`config.mk`:
```
export PLATFORM = sky130hd
export DESIGN_NAME = flash_qspi_reader
export DESIGN_NICKNAME = d
export VERILOG_FILES = /design/src/rtl/flash_qspi_reader.sv
export SDC_FILE = /design/constraint.sdc
export NUM_CORES = 1
export LEC_CHECK = 0
export BUFFER_PORTS_ARGS = -buffer_cell sky130_fd_sc_hd__buf_2
export CORE_UTILIZATION = 50
export DETAILED_ROUTE_END_ITERATION = 10
export PLACE_DENSITY = 0.73
export SLEW_MARGIN = 10
export SYNTH_ARGS = -nofsm -noshare
export SYNTH_HDL_FRONTEND = slang
export SYNTH_SLANG_ARGS = --single-unit
```
`constraint.sdc`:
```
create_clock -name HCLK -period 2.4 [get_ports HCLK]
set_input_delay 0.48 -clock HCLK [delete_from_list [all_inputs] [get_ports HCLK]]
set_output_delay 0.48 -clock HCLK [all_outputs]
set_load 0.02 [all_outputs]
```
`src/rtl/flash_qspi_reader.sv`:
```
// Quad-I/O (EBh) line fetch engine for an external SPI flash; fsclk = HCLK/2, SPI mode 0.
// Latency: first rd_valid 2*(16+DUMMY_CYCLES+8) HCLK after accept, then one word every 16 HCLK.
// Backpressure: req_ready only in IDLE (no queuing); rd_valid has no backpressure, consumer must take it.
// Ports: HCLK/HRESETn clock and async active-low reset; req_valid/req_ready/req_addr line request;
//   rd_data/rd_valid/rd_last returned words (little-endian); busy transaction in flight;
//   fsclk/fcen/fdo/fdoe/fdi flash pad interface (SIO[3:0] shared output enable).
module flash_qspi_reader #(
  parameter int unsigned LINE_WORDS   = 4,
  parameter int unsigned DUMMY_CYCLES = 4,
  parameter int unsigned CSH_CYCLES   = 2,
  parameter logic [7:0]  MODE_BYTE    = 8'hFF
) (
  input  logic        HCLK,
  input  logic        HRESETn,
  input  logic        req_valid,
  output logic        req_ready,
  input  logic [23:0] req_addr,
  output logic [31:0] rd_data,
  output logic        rd_valid,
  output logic        rd_last,
  output logic        busy,
  output logic        fsclk,
  output logic        fcen,
  output logic [3:0]  fdo,
  output logic        fdoe,
  input  logic [3:0]  fdi
);

  localparam logic [7:0]  OPCODE  = 8'hEB;
  localparam int unsigned CNT_MAX = (DUMMY_CYCLES > 8) ? DUMMY_CYCLES : 8;
  localparam int unsigned CW      = $clog2(CNT_MAX);
  localparam int unsigned WW      = (LINE_WORDS > 1) ? $clog2(LINE_WORDS) : 1;
  localparam int unsigned HW      = (CSH_CYCLES > 1) ? $clog2(CSH_CYCLES) : 1;

  typedef enum logic [2:0] {
    S_IDLE, S_CMD, S_ADDR, S_MODE, S_DUMMY, S_DATA, S_DESEL
  } state_t;

  state_t        state, state_nxt;
  logic [CW-1:0] cnt, cnt_nxt;
  logic [WW-1:0] word_cnt;
  logic [HW-1:0] csh_cnt;
  logic [23:0]   addr_q;
  logic [27:0]   rx_sh;
  logic [31:0]   rx_word;
  logic [7:0]    opc_sh;
  logic [23:0]   addr_sh;
  logic [3:0]    fdo_nxt;
  logic          fdoe_nxt;
  logic          phase_end, word_end, line_end;

  assign req_ready = (state == S_IDLE);
  assign busy      = (state != S_IDLE);
  // First nibble received ends up in [31:28]; byte order is reversed below.
  assign rx_word   = {rx_sh, fdi};

  // In the active states fsclk is high for one HCLK, so a cycle with fsclk=1
  // is always the edge that drops SCK: fdo shifts, fdi is sampled, counters step.
  always_comb begin
    state_nxt = state;
    cnt_nxt   = cnt;
    phase_end = 1'b0;
    word_end  = 1'b0;
    line_end  = 1'b0;
    fdo_nxt   = 4'b1100;
    fdoe_nxt  = 1'b0;
    case (state)
      S_IDLE:  if (req_valid) state_nxt = S_CMD;
      S_CMD: begin
        phase_end = (cnt == CW'(7));
        if (fsclk && phase_end) state_nxt = S_ADDR;
      end
      S_ADDR: begin
        phase_end = (cnt == CW'(5));
        if (fsclk && phase_end) state_nxt = S_MODE;
      end
      S_MODE: begin
        phase_end = (cnt == CW'(1));
        if (fsclk && phase_end) state_nxt = S_DUMMY;
      end
      S_DUMMY: begin
        phase_end = (cnt == CW'(DUMMY_CYCLES - 1));
        if (fsclk && phase_end) state_nxt = S_DATA;
      end
      S_DATA: begin
        phase_end = (cnt == CW'(7));
        word_end  = fsclk && phase_end;
        line_end  = word_end && (word_cnt == WW'(LINE_WORDS - 1));
        if (line_end) state_nxt = S_DESEL;
      end
      S_DESEL: if (csh_cnt == HW'(CSH_CYCLES - 1)) state_nxt = S_IDLE;
      default: state_nxt = S_IDLE;
    endcase

    if (state == S_IDLE)  cnt_nxt = '0;
    else if (fsclk)       cnt_nxt = phase_end ? '0 : cnt + 1'b1;

    // Pad value for the SCK period that starts on this edge.
    opc_sh  = OPCODE << cnt_nxt[2:0];
    addr_sh = addr_q << {cnt_nxt[2:0], 2'b00};
    case (state_nxt)
      S_CMD: begin
        fdo_nxt  = {3'b110, opc_sh[7]};
        fdoe_nxt = 1'b1;
      end
      S_ADDR: begin
        fdo_nxt  = addr_sh[23:20];
        fdoe_nxt = 1'b1;
      end
      S_MODE: begin
        fdo_nxt  = cnt_nxt[0] ? MODE_BYTE[3:0] : MODE_BYTE[7:4];
        fdoe_nxt = 1'b1;
      end
      default: ;
    endcase
  end

  always_ff @(posedge HCLK or negedge HRESETn) begin
    if (!HRESETn) state <= S_IDLE;
    else          state <= state_nxt;
  end

  always_ff @(posedge HCLK or negedge HRESETn) begin
    if (!HRESETn) begin
      cnt      <= '0;
      word_cnt <= '0;
      csh_cnt  <= '0;
      addr_q   <= '0;
      rx_sh    <= '0;
      fsclk    <= 1'b0;
      fcen     <= 1'b1;
      fdo      <= 4'b1100;
      fdoe     <= 1'b0;
      rd_data  <= '0;
      rd_valid <= 1'b0;
      rd_last  <= 1'b0;
    end else begin
      rd_valid <= word_end;
      rd_last  <= line_end;
      cnt      <= cnt_nxt;
      case (state)
        S_IDLE: begin
          fsclk    <= 1'b0;
          word_cnt <= '0;
          csh_cnt  <= '0;
          if (req_valid) begin
            addr_q <= {req_addr[23:2], 2'b00};
            fcen   <= 1'b0;
            fdo    <= fdo_nxt;
            fdoe   <= fdoe_nxt;
          end
        end
        S_CMD, S_ADDR, S_MODE, S_DUMMY, S_DATA: begin
          fsclk <= ~fsclk;
          if (fsclk) begin
            fdo  <= fdo_nxt;
            fdoe <= fdoe_nxt;
            if (state == S_DATA) rx_sh <= {rx_sh[23:0], fdi};
          end
          if (word_end) begin
            rd_data  <= {rx_word[7:0], rx_word[15:8], rx_word[23:16], rx_word[31:24]};
            word_cnt <= line_end ? '0 : word_cnt + 1'b1;
          end
          if (line_end) fcen <= 1'b1;
        end
        S_DESEL: csh_cnt <= csh_cnt + 1'b1;
        default: ;
      endcase
    end
  end

endmodule

```
# Word level (Yosys, flattened, before mapping)
# Cells that the tools add are included.
# word_totals
register_bits,100
latch_bits,0
ramBits,0
mem_bits_ro,0
in_bits,31
out_inout_bits,43
elab_cells,85
memories,0
# op_classes
add_sub_neg,3
mul,0
div,0
n_lt_le_gt_ge,0
eq_ne,18
shifts,2
mux,30
bitwise,1
reduce_logical,18
# ops
op,count
$mux W3,10
$shl A24 B5 Y24,1
$pmux W3 S7,1
$eq A3 B2 Y1 const B,5
$eq A3 B3 Y1 const B,5
$pmux W4 S3,1
$eq A3 B1 Y1 const B,3
$reduce_and A3 Y1,3
$mux W4,2
$ne A2 B2 Y1 const B,4
$pmux W1 S2,4
$pmux W4 S2,1
$shl A8 B3 Y8 const A,1
$mux W1,7
$reduce_and A2 Y1,3
$logic_and A1 B1 Y1,5
$reduce_or A5 Y1,1
$mux W2,2
$pmux W1 S4,1
$pmux W2 S2,1
$reduce_bool A2 Y1,2
$add A3 B1 Y3 const B,1
$logic_not A3 Y1,1
$reduce_bool A3 Y1,1
6 further kinds,6

# Depth between registers and ports, before layout
# Gate-level depths: netlist (run 1).
# logic_depth
ltp_word,10
depth_mapped,10
depth_no_buf,10

# Worst setup path before layout (run 1)
# No wires, ideal clock.
# synth_path
kind,register to register
start,register cnt[0]
end,register fdo[3]
setup_ns,0.083
arrival_ns,2.008
required_ns,2.317
setup_slack_ns,0.308
stages_incl_launch_ff,9
path_buffers,0
period_less_slack_ns,2.092
cell_sequence,dfrtp_1 -> ha_1 -> ha_1 -> nand2b_1 -> nand3_1 -> a31o_2 -> a211oi_1 -> o21ai_1 -> o32a_1
# synth_via
elab_chain_cells,9
word_cells_on_any_way,28
cone_classes,1 x add/sub; 7 x eq/ne; 1 x shift; 14 x mux; 5 x reduce/logical
# synth_rtl
element,line_no,text
start: declaration,40,"logic [CW-1:0] cnt, cnt_nxt;"
start signal: assignment,140,cnt <= cnt_nxt;
"$eq A3 B3 Y1, or another cell as far along","70, 86",
$pmux W1 S4 or $logic_and A1 B1 Y1 (tied branches),"67, 71, 87",
$mux W3 or $logic_and A1 B1 Y1 (tied branches),"96, 88",
$mux W3 (on tied branches),"96, 89",
$mux W3 or $pmux W3 S7 (tied branches),"95, 67",
"$shl A24 B5 Y24, or another cell as far along",100,"addr_sh = addr_q << {cnt_nxt[2:0], 2'b00};"
$pmux W4 S3 (*),101,case (state_nxt)
$mux W4 (on tied branches),"155, 146",
$pmux W4 S2 (*),141,case (state)
end signal: assignment,149,fdo <= fdo_nxt;
end signal: assignment,156,fdo <= fdo_nxt;
end: declaration,24,"output logic [3:0] fdo,"
# Every way passes the cells marked *; elsewhere a longest branch is shown, timed or not. The select of a mux whose other input is x is not followed.
# A chain may end at the register's enable or synchronous reset.

# Final worst setup path (run 1)
# layout_path
start,register cnt[0]
end,register fdo[0]
# layout_via
elab_chain_cells,9
word_cells_on_any_way,29
cone_classes,1 x add/sub; 7 x eq/ne; 2 x shift; 14 x mux; 5 x reduce/logical
# layout_rtl
element,line_no
"$eq A3 B3 Y1, or another cell as far along","70, 86"
$pmux W1 S4 or $logic_and A1 B1 Y1 (tied branches),"67, 71, 87"
$mux W3 or $logic_and A1 B1 Y1 (tied branches),"96, 88"
$mux W3 (on tied branches),"96, 89"
$mux W3 or $pmux W3 S7 (tied branches),"95, 67"
"$shl A24 B5 Y24, or another cell as far along",100
$pmux W4 S3 (*),101
$mux W4 (on tied branches),"155, 146"
$pmux W4 S2 (*),141
# Marked as above.

==> impl_metrics.ini, run 1 <==
[route]
drtIter0Drc = 254
route.vias.total = 3973
ant_nets = 0
drt_pass1_iterations = 10
drt-total-wl_um = 11200
wl_per_cell_um = 15.3
drc = 3
routed_via_density = 5.41

[layout]
fillers = 781
nets = 658
n_antenna_cell = 0
fin_area_um2 = 5520
final_util = 0.624
area_delta_synth_final_pct = 19.1
drive_gt1_frac = 0.230

[clock_tree]
insertion_delay_ns = 0.37
cts_max_level = 3
clock_path_buffers = 2
path_clk_slew_ns = 0.10
cts-root-buf = clkbuf_8
cts_tree = done
cts_hold_buf = 0
cts_setup_buffers = 0
cts.sinks = 100
cts_buffers = 9
cts.repair.resized = 0

[synthesis]
syn_area_um2 = 4640
synth_edf_count = 0
synth_warnings = 0
yosysSeqAreaShare = 0.540
yosys.cell_types.count = 64
syn_nets = 569
synthArstFlopShare = 1.00
syn_avg_cell_area_um2 = 8.70
syn_inst = 533
ys.flop_type = dfrtp_1
synth-seq-cells = 100

[worst_setup_path]
path_common_cell = ha_1
slowest_delay_ns = 0.45
cp_max_fo = 5
worstSetupStartpointType = register
cp.arrival_ns = 2.59
end_kind = register
critPathKind = register to register
reg2regPathDepth = 8
cp_slowest_cell = a2111o_1
crit_chain = ha_1, ha_1, nand2b_1, nand3_1, a2111o_1, and2_1, a211oi_1, o31a_1
crit_start = cnt[0]
crit_buf_inv = 0
rrSetupSlack_ns = 0.11
reg2reg_to = fdo[0]
r2r_start = cnt[0]
cp_top_family = compound AO/OA/AOI/OAI gates
worst_ep_required_time_ns = 2.71

[sta]
fin_crit_sh = 0.953
grt_setup_unrepaired = no
slew_headroom = 0.585
setup_tns_ns = 0
maxSlewViolCount = 0
min_period_ns = 2.29
hold_violations = 0
setup_slack_ns = 0.114
fmax_mhz = 437
fin_worst_skew_ns = 0.00890
final-setup-viol-count = 0
tightest_slew_ns = 0.612
whs_ns = 0.108

[placement]
gp_congestion = 0.887
port-buffer-count = 71
post-place-ws_ns = 0.112
place_area_um2 = 5290
dp_hpwl_um = 7920

[global_routing]
grt_max_degree = 44
grt_pass1_wl_um = 18800
grt-ovfl-total = 0
grtUsageTotal = 0.250
grt_pass1_vias = 3772
antenna_found_initial = 0

[power]
power.leakage_uw = 0.00298
peakVddDrop_uv = 290
p_per_area_nw_per_um2 = 539

[run]
drv_cap = 0

[floorplanning]
dieArea_um2 = 9670
ios = 74
coreArea_um2 = 8850
fp.dieW_um = 98.3
start_util = 0.524
dieHeight_um = 98.3
rows = 34

[min_path]
hp-class = input pin to asynchronous set/reset pin

[status]
violations = design-rule violations
outcome = complete, but fails checks
==> synth_stat cells (all sizes together), types with 4 or more instances <==
master	number	share of area
inv	12	0.0097
a21oi	9	0.0097
nor4b	4	0.0089
nand2	266	0.22
dfrtp	97	0.52
a32oi	4	0.0092
mux2i	4	0.0086
ha	5	0.013
buf	13	0.016
nand3	8	0.0086
nand2b	4	0.0054
a211oi	4	0.0065
nor2	17	0.014
nor2b	4	0.0054
o21ai	8	0.0086
clkbuf	16	0.013
nor3	4	0.0054
==> cells by family after synthesis <==
logic type / Yosys count / synth area share
AO/OA/AOI/OAI: 57 / 0.101
XOR/XNOR: 1 / 0.00189
adder cells (fa/ha/maj): 5 / 0.0135
buffers and inverters: 41 / 0.0388
flip-flops: 100 / 0.540
multiplexers: 5 / 0.0111
AND/OR/NAND/NOR: 324 / 0.294
==> per-layer routing <==
layer,up-vias,share of wire,GRT usage
met1,1911,0.48,0.367
met3,21,0.050,0.0351
met4,0,0.020,0.0964
met5,-,0,0
li1,1926,-,-
met2,115,0.45,0.378
==> metrics by stage <==
step | instances | total power (uW)
finish | 734 | 2980
global placement | 719 | 1890
detailed placement | 719 | 1890
global route | 734 | 3100
floorplan | 533 | 1810
CTS | 734 | 3010
==> flip-flops by register name (all words and copies together), names as in the netlist <==
name and flops:
addr_q 22, cnt 3, csh_cnt 1, fcen 1
fdo 4, fdoe 1, fsclk 1, rd_data 32
rd_last 1, rd_valid 1, rx_sh 28, state 3
word_cnt 2
==> worst max-delay path by stage <==
stage,end,slack [ns],depth (start not counted)
6_report,fdo[0],0.11,8
5_1_grt,fdo[3],0.0008,8
4_1_cts,req_ready,0.01,4
3_5_place_dp,fdo[3],0.11,9
3_3_place_gp,fdo[3],0.12,9
2_1_floorplan,fdo[3],0.31,8
==> power by group <==
group	total (uW)	internal, uW	leakage [uW]	switching, uW
logic	110	42.8	0.00161	67.1
registers	1750	1720	0.00127	27.8
clock network	1120	500	0.000105	619
total	2980	2260	0.00298	714
==> cells in the final DEF (no fill, tap or decap), types with 4 or more instances in the layout <==
cell type and count:
buf_4 36, nor2_1 16, buf_2 70, clkbuf_8 9
inv_2 4, ha_1 5, a21oi_1 9, dfrtp_1 96
nand2b_1 4, nand2_1 265, nor2b_1 4, inv_1 8
mux2i_1 4, nand3_1 8, o21ai_0 5
==> worst reg2reg max path, stage by stage, from the launching register on <==
cell and delay (ns):
dfrtp_1 0.43, ha_1 0.23, ha_1 0.20, nand2b_1 0.08
nand3_1 0.20, a2111o_1 0.45, and2_1 0.19, a211oi_1 0.27
o31a_1 0.18
==> layout make-up <==
cell class                      count  area [um^2]  share of cell area
Sequential cell                   100         2510               0.454
Multi-Input combinational cell    392         1990               0.360
Timing Repair Buffer              107          641               0.116
Tap cell                          108          135              0.0245
Clock buffer                        9          124              0.0224
Clock inverter                      6         83.8              0.0152
Inverter                           12         45.0             0.00816
(Power assumes the default switching activity.)
==> inputs of run 2 (changes only) <==
ABC_AREA = 1   (was unset)
==> run 2 against run 1 <==
  * The flow now finishes without violations
  * Synthesized cell count fell by 7.1%
  * Area after synthesis is 7.0% lower
  * Sequential cell count unchanged
  * Design area is 9.6% lower
  * Non-clock buffer count shrank 28
==> impl_metrics.ini, run 2 <==
[status]
outcome = completed

[sta]
hold_violations = 0
tightest_slew_ns = 0.495
min_period_ns = 2.19
final-setup-viol-count = 0
fmax_mhz = 457
maxSlewViolCount = 0
setup_slack_ns = 0.212
slew_headroom = 0.670
grt_setup_unrepaired = no
setup_tns_ns = 0
fin_worst_skew_ns = 0.0180
fin_crit_sh = 0.912

[global_routing]
antenna_found_initial = 0
grtUsageTotal = 0.210
grt_pass1_wl_um = 14500
grt_max_degree = 57
grt-ovfl-total = 0
grt_pass1_vias = 3219

[floorplanning]
dieArea_um2 = 9000
dieHeight_um = 94.9
ios = 74
fp.dieW_um = 94.9
rows = 33
coreArea_um2 = 8300
start_util = 0.520

[synthesis]
synth_area_leader_cell = dfrtp_1
synth_top_area_frac = 0.563
synth-seq-cells = 100
synthMuxAreaShare = 0
syn_nets = 531
yosysSeqAreaShare = 0.581
syn_inst = 495
syn_avg_cell_area_um2 = 8.72
yosysMostFrequentCell = nand2_1
synth_compound_area_frac = 0.105
synth_top_cells_by_area = dfrtp_1 56%, nand2_1 13%, o21ai_0 8.9%
yosys-top-cells-count = 151 x nand2_1, 97 x dfrtp_1, 77 x o21ai_0
synth_warnings = 0
synth-simple-area-share = 0.220
ys.flop_type = dfrtp_1
syn_area_um2 = 4310
synthAdderAreaFrac = 0.0145
synth_top_family_by_area = simple AND/OR/NAND/NOR gates
synth_edf_count = 0
yosys.cell_types.count = 34
synthArstFlopShare = 1.00
synth-xor-area-share = 0

[clock_tree]
cts.sinks = 100
clock_path_buffers = 2
cts-root-buf = clkbuf_8
cts_max_level = 3
cts_buffers = 9
cts_hold_buf = 0
cts.repair.resized = 0
insertion_delay_ns = 0.38
path_clk_slew_ns = 0.11
cts_tree = done
cts_setup_buffers = 0

[route]
drc = 0
routed_via_density = 4.87
drtIter0Drc = 145
route.vias.total = 3285
wl_per_cell_um = 12.2
drt_pass1_iterations = 4
drt-total-wl_um = 8210
ant_nets = 0

[placement]
gp_congestion = 0.944
dp_hpwl_um = 5820
port-buffer-count = 71
post-place-ws_ns = 0.256

[layout]
top_register = rd_data
final_util = 0.602
layout_commonest_cell = nand2_1
largestRegisters = rd_data x32, rx_sh x28, addr_q x22
area_delta_synth_final_pct = 15.8
drive_gt1_frac = 0.205
final_cell_mix = 151 x nand2_1, 97 x dfrtp_1, 77 x o21ai_0, 70 x buf_2, 64 x inv_1
fillers = 753
nets = 601
n_antenna_cell = 0
largest_register_ffs = 32

[worst_setup_path]
cp.arrival_ns = 2.45
reg2regPathDepth = 14
rrSetupSlack_ns = 0.21
end_kind = register
worst_ep_required_time_ns = 2.66
worstSetupStartpointType = register
cp_max_fo = 13
reg2reg_to = fdo[0]
r2r_start = cnt[0]
critPathKind = register to register

[power]
peakVddDrop_uv = 280
clockPowerShare = 0.373
seq_power_share = 0.601
power.leakage_uw = 0.00266
p_per_area_nw_per_um2 = 568
combPwrFrac = 0.026
cellInternalPower_uw = 2140
swShare = 0.246
p_sw_uw = 697
p_total_uw = 2840

[run]
drv_cap = 0

[min_path]
hp-class = input pin to asynchronous set/reset pin
run 2: kinds of logic (layout without fill, tap and decap cells):
logic type	count (synthesis)	count (layout)
compound gates	86	86
fa+ha+maj	5	5
buf+inv	87	162
flops	100	100
simple gates	217	217
run 2: layout make-up:
| cell class | count | area (um^2) | share of cell area |
|---|---|---|---|
| sequential | 100 | 2510 | 0.502 |
| multi-input combinational | 308 | 1460 | 0.293 |
| timing repair buffer | 79 | 443 | 0.0887 |
| inverter | 67 | 251 | 0.0504 |
| tap | 105 | 131 | 0.0263 |
| clock buffer | 9 | 124 | 0.0248 |
| clock inverter | 7 | 75.1 | 0.0150 |
run 2: how the worst max path moves through the flow:
stage,start,endpoint,slack (ns)
final,cnt[0],fdo[0],0.21
after global routing,cnt[0],fdo[0],0.02
after CTS,cnt[0],fdo[0],0.22
after detailed placement,cnt[0],fdo[0],0.26
after global placement,cnt[0],fdo[3],0.33
after floorplan,cnt[0],fdo[0],0.48
run 2: through the flow:
stage / cell area [um^2] / cells / hold WS (ns)
after floorplan: 4310 / 495 / 0.184
after global placement: 4800 / 659 / 0.449
after detailed placement: 4800 / 659 / 0.462
after CTS: 4990 / 675 / 0.0607
after global routing: 4990 / 675 / 0.0690
final: 4990 / 675 / 0.0453
run 2: worst max-delay path, stage by stage (launching register included):
cell and delay (ns):
dfrtp_1 0.42, ha_1 0.23, ha_1 0.18, nand2_1 0.07, nor3_1 0.05, nor2_2 0.22, nand3_2 0.15, nand2_4 0.14
nand2_4 0.11, inv_1 0.14, nand3_1 0.10, nand3_1 0.10, nand2_1 0.05, nand2_1 0.08, nand2_1 0.05
run 2: power by group through the flow:
stage	sequential (uW)	clock (uW)	combinational (uW)
floorplan	1740	0	14.2
global placement	1740	0	75.2
detailed placement	1740	0	78.1
CTS	1700	1090	78.1
global route	1710	1170	87.6
finish	1700	1060	74.4
run 2: per-layer routing:
metal  track usage  wire length, um
met1         0.278             3960
met5             0                0
met4        0.0972              125
met2         0.339             3810
met3        0.0338              313
